<file path="config.mk">
export PLATFORM = sky130hd
export DESIGN_NAME = fp_add_align
export DESIGN_NICKNAME = d
export VERILOG_FILES = /design/src/rtl/fp_add_align.sv
export SDC_FILE = /design/constraint.sdc
export NUM_CORES = 1
export LEC_CHECK = 0
export BUFFER_PORTS_ARGS = -buffer_cell sky130_fd_sc_hd__buf_2
export CAP_MARGIN = 20
export CORE_ASPECT_RATIO = 1.2
export CORE_MARGIN = 3
export CORE_UTILIZATION = 45
export DETAILED_ROUTE_END_ITERATION = 12
export SLEW_MARGIN = 0
export SYNTH_ARGS = -nofsm -noshare
export SYNTH_HDL_FRONTEND = slang
export SYNTH_SLANG_ARGS = --single-unit
</file>
<file path="constraint.sdc">
create_clock -name clk -period 3.84 [get_ports clk]
set_input_delay 0.96 -clock clk [delete_from_list [all_inputs] [get_ports clk]]
set_output_delay 0.96 -clock clk [all_outputs]
set_load 0.01 [all_outputs]
</file>
<file path="src/rtl/fp_add_align.sv">
// fp_add_align: two-stage align-and-add front end feeding a downstream normaliser
module fp_add_align (
  input  logic        clk,
  input  logic        rst,
  input  logic        valid_in,
  input  logic        a_sign,
  input  logic [6:0]  a_exponent,
  input  logic [16:0] a_mantissa,
  input  logic        b_sign,
  input  logic [6:0]  b_exponent,
  input  logic [16:0] b_mantissa,
  input  logic        op_sub,
  output logic        valid_out,
  output logic        out_sign,
  output logic [6:0]  out_exponent,
  output logic [17:0] out_mantissa
);
  logic        w_a_zero, w_b_zero, w_b_sign, w_a_big;
  logic [6:0]  w_a_exp, w_b_exp, w_d;
  logic [17:0] w_a_mag, w_b_mag, w_s_mag, w_s_al;
  logic [18:0] w_sum;
  logic        r1_valid, r1_sign, r1_sub;
  logic [6:0]  r1_exp;
  logic [17:0] r1_mag_l, r1_mag_s;

  // operand decode, larger-operand selection and alignment shift of the smaller one
  always_comb begin
    w_a_zero = a_exponent < 7'd16;
    w_b_zero = b_exponent < 7'd16;
    w_a_exp  = w_a_zero ? 7'd0 : a_exponent;
    w_b_exp  = w_b_zero ? 7'd0 : b_exponent;
    w_a_mag  = w_a_zero ? 18'd0 : {1'b1, a_mantissa};
    w_b_mag  = w_b_zero ? 18'd0 : {1'b1, b_mantissa};
    w_b_sign = b_sign ^ op_sub;
    w_a_big  = (w_a_exp > w_b_exp) || (w_a_exp == w_b_exp && w_a_mag >= w_b_mag);
    w_d      = w_a_big ? w_a_exp - w_b_exp : w_b_exp - w_a_exp;
    w_s_mag  = w_a_big ? w_b_mag : w_a_mag;
    w_s_al   = (w_d >= 7'd18) ? 18'd0 : w_s_mag >> w_d;
    w_sum    = r1_sub ? {1'b0, r1_mag_l} - {1'b0, r1_mag_s} : {1'b0, r1_mag_l} + {1'b0, r1_mag_s};
  end

  // stage 1: capture the larger operand and the aligned smaller magnitude
  always_ff @(posedge clk or posedge rst) begin
    if (rst) begin
      r1_valid <= 1'b0;
      r1_sign  <= 1'b0;
      r1_sub   <= 1'b0;
      r1_exp   <= 7'd0;
      r1_mag_l <= 18'd0;
      r1_mag_s <= 18'd0;
    end else begin
      r1_valid <= valid_in;
      if (valid_in) begin
        r1_sign  <= w_a_big ? a_sign : w_b_sign;
        r1_sub   <= a_sign ^ w_b_sign;
        r1_exp   <= w_a_big ? w_a_exp : w_b_exp;
        r1_mag_l <= w_a_big ? w_a_mag : w_b_mag;
        r1_mag_s <= w_s_al;
      end
    end
  end

  // stage 2: add or subtract magnitudes, rebias exponent, zero-clean the sign
  always_ff @(posedge clk or posedge rst) begin
    if (rst) begin
      valid_out    <= 1'b0;
      out_sign     <= 1'b0;
      out_exponent <= 7'd0;
      out_mantissa <= 18'd0;
    end else begin
      valid_out <= r1_valid;
      if (r1_valid) begin
        out_sign     <= (w_sum == 19'd0) ? 1'b0 : r1_sign;
        out_exponent <= (r1_exp == 7'd0) ? 7'd0 : r1_exp - 7'd16;
        out_mantissa <= w_sum[18:1];
      end
    end
  end
endmodule

</file>
==> flow_metrics.py <==
metrics = {
    "drt": {
        "num_vias": 7157,
        "wl_per_cell_um": 17.6,
        "drtIter0Drc": 467,
        "antenna_left": 0,
        "wl_um": 22200,
        "via_per_inst": 5.67,
        "dr.pass1.iters": 5,
        "drc_errors": 0,
    },
    "logic_synthesis": {
        "syn_area_um2": 6900,
        "async_flop_share": 1.00,
        "post-synth-top-area-cell": "dfrtp_1",
        "ys_top_cells_by_area": "dfrtp_1, ha_1, nor2_1, a21oi_1, nand2_1",
        "ys.flop_type": "dfrtp_1",
        "synth_edf_count": 0,
        "yosys.cell_count.top_type": "nor2_1",
        "seq_area_frac_synth": 0.265,
        "syn_inst": 859,
        "synth_commonest_cells": "nor2_1, nand2_1, a21oi_1, dfrtp_1, ha_1",
        "synth_top_area_share": 0.265,
        "yosysWarnings": 0,
        "avgSynthCellArea_um2": 8.03,
        "ys_seq_elements": 73,
        "syn_nets": 968,
        "ys_types": 71,
    },
    "pwr": {
        "leakagePower_nw": 4.27,
        "vdd_drop_max_mv": 0.209,
        "powerDensity_nw_per_um2": 469,
    },
    "layout": {
        "nets": 1167,
        "drive_gt1_frac": 0.373,
        "antenna_cells": 0,
        "final_cell_area_um2": 9530,
        "area_growth_pct": 38.2,
        "nFillCells": 1272,
    },
    "sta": {
        "maxSlewHeadroom": 0.401,
        "whs_ns": 0.482,
        "setup_slack_ns": -0.203,
        "fmax_mhz": 247,
        "finalSetupTns_ns": -2.36,
        "slew_violations": 0,
        "final-setup-viol-count": 15,
        "hold_violations": 0,
        "rsz0062_at_grt": "yes",
        "tightest_slew_ns": 0.899,
        "period_minus_slack_ns": 4.04,
        "clock-skew-final_ns": 0.00701,
        "finalCritPeriodShare": 1.05,
    },
    "die": {
        "die_y_um": 142,
        "die_area_um2": 16900,
        "num_io_pins": 81,
        "die_w_um": 119,
        "initial_core_util": 0.469,
        "num_rows": 48,
        "coreArea_um2": 14700,
    },
    "place": {
        "io_buffers": 80,
        "hpwl_um": 17900,
        "place_congestion": 0.914,
        "place_worst_setup_slack_ns": -0.907,
        "placed_area_um2": 8560,
    },
    "hold_path": {
        "holdPathEnd": "out_mantissa[4]",
        "hold_depth": 1,
        "min_path_type": "flip-flop to flip-flop",
        "hold_start": "out_mantissa[4]",
    },
    "global_route": {
        "grt.overflow.total": 0,
        "grt_pass1_vias": 7006,
        "grt_pass1_wl_um": 35600,
        "grt_max_degree": 74,
        "antenna_found_initial": 0,
        "grt_usage": 0.262,
    },
    "setup_path": {
        "max_stage_delay_ns": 0.40,
        "r2r-end": "out_sign",
        "crit_required_ns": 4.09,
        "path_cells": "buf_2 -> or3_4 -> buf_12 -> and2_4 -> ha_4 -> nand4_1 -> nor3_2 -> buf_4 -> a2bb2oi_4 -> o211a_4 -> nor2_4 -> buf_6 -> o211ai_1 -> or3b_4 -> or2_4 -> o221ai_2",
        "crit_buf_inv": 4,
        "worstSetupPathType": "input port to flip-flop",
        "path_max_fanout": 20,
        "ff2ff_setup_slack_ns": 0.17,
        "cpLargestDelayFamily": "simple AND/OR/NAND/NOR gates",
        "worstSetupStartpointType": "input port",
        "slowest_stage": "or3_4",
        "r2r_start": "r1_mag_s[0]",
        "cp.arrival_ns": 4.30,
        "critPathCaptureType": "flip-flop",
        "reg2reg_depth": 15,
    },
    "clocking": {
        "htree_levels": 3,
        "cts_sinks": 73,
        "cts_hold_buf": 0,
        "cts_buffers": 9,
        "insertion_delay_ns": 0.33,
        "cts_buffer_depth": 2,
        "path_clk_slew_ns": 0.06,
        "cts-root-buf": "clkbuf_16",
        "cts_tree": "yes",
    },
    "outcome": {
        "outcome": "complete, but fails checks",
        "violations": "setup timing",
    },
    "flow_run": {
        "cap_violations": 0,
    },
}
## area by class of cell
type                       instances  area, um^2  share of cell area
multi-input combinational        681        5200               0.546
clock inverter                     6        65.1             0.00683
inverter                          49         184              0.0193
clock buffer                      10         239              0.0251
sequential                        73        1830               0.192
timing repair buffer             244        1770               0.185
tap                              200         250              0.0263
## what timing repair did
item                                    in CTS  in global routing
hold endpoints to repair                     0                  0
endpoints found under the setup margin      42                 32
gates resized for setup                     57                 56
pin swaps                                    9                  9
gates cloned                                 0                  1
setup buffers                                7                  8
## cell usage in the layout, fill, tap and decap left out, types with 10 or more instances in the layout
master     count
a21oi_1       55
mux2i_1       17
a21o_1        16
and2_1        13
buf_4        149
a31oi_1       16
clkbuf_16     10
nand2_1       78
buf_2         80
mux2_2        19
dfrtp_1       73
inv_1         44
nor2_1        98
xnor2_1       20
nand3_1       21
nor3_1        16
mux4_2        11
xor2_1        11
o21ai_0       33
ha_1          45
a21oi_2       18
## worst register-to-register path: stages (launching register included)
cell and delay (ns):
dfrtp_1 0.41, inv_1 0.10, ha_1 0.25, a21oi_1 0.18
xnor2_1 0.10, ha_1 0.23, or3_1 0.39, a21oi_1 0.18
o21ai_0 0.19, buf_4 0.19, nand2_1 0.06, xor2_1 0.29
o2111ai_1 0.22, nor4_2 0.29, nor4b_1 0.28, a41oi_1 0.16
## registers in the layout, summed over array words and instances, names as in the netlist
name	flops
out_sign	1
out_mantissa	18
r1_exp	7
valid_out	1
r1_mag_l	18
r1_mag_s	18
r1_sign	1
out_exponent	7
r1_sub	1
r1_valid	1
## routing by layer
| metal | part of all wire | global-route usage |
|---|---|---|
| met1 | 0.43 | 0.332 |
| met2 | 0.51 | 0.478 |
| met3 | 0.045 | 0.0223 |
| met4 | 0.022 | 0.0677 |
| met5 | 0 | 0 |
## per-stage QoR
step | util | power [W] | std cells
final | 0.648 | 0.00447 | 1263
after global placement | 0.581 | 0.00334 | 1231
after CTS | 0.623 | 0.00435 | 1254
after global routing | 0.648 | 0.00477 | 1263
after detailed placement | 0.581 | 0.00338 | 1231
after floorplan | - | 0.00255 | 859
## worst max-delay path by stage
stage | slack, ns | start | to | cells past startpoint
after floorplan | -0.73 | b_exponent[5] | r1_mag_s[4] | 18
after global placement | -0.86 | a_exponent[5] | r1_mag_s[1] | 16
after detailed placement | -0.91 | b_exponent[5] | r1_mag_s[1] | 16
after CTS | -0.15 | a_exponent[5] | r1_mag_s[9] | 16
after global routing | -0.32 | a_exponent[5] | r1_mag_s[1] | 16
final | -0.20 | a_exponent[5] | r1_mag_s[9] | 16
## logic make-up after synthesis
logic type | share of synthesized area
adders and majority gates | 0.103
AOI/OAI and AO/OA | 0.211
buffers and inverters | 0.0595
and+or+nand+nor | 0.217
xor gates and xnor gates | 0.0394
DFF | 0.265
muxes | 0.106
## power breakdown
part	leakage, nW	internal [W]	switching, W
Sequential	0.888	0.000935	0.000104
Clock	0.149	0.000523	0.000326
Combinational	3.24	0.00120	0.00139
Total	4.27	0.00265	0.00182
(Power assumes the default switching activity.)
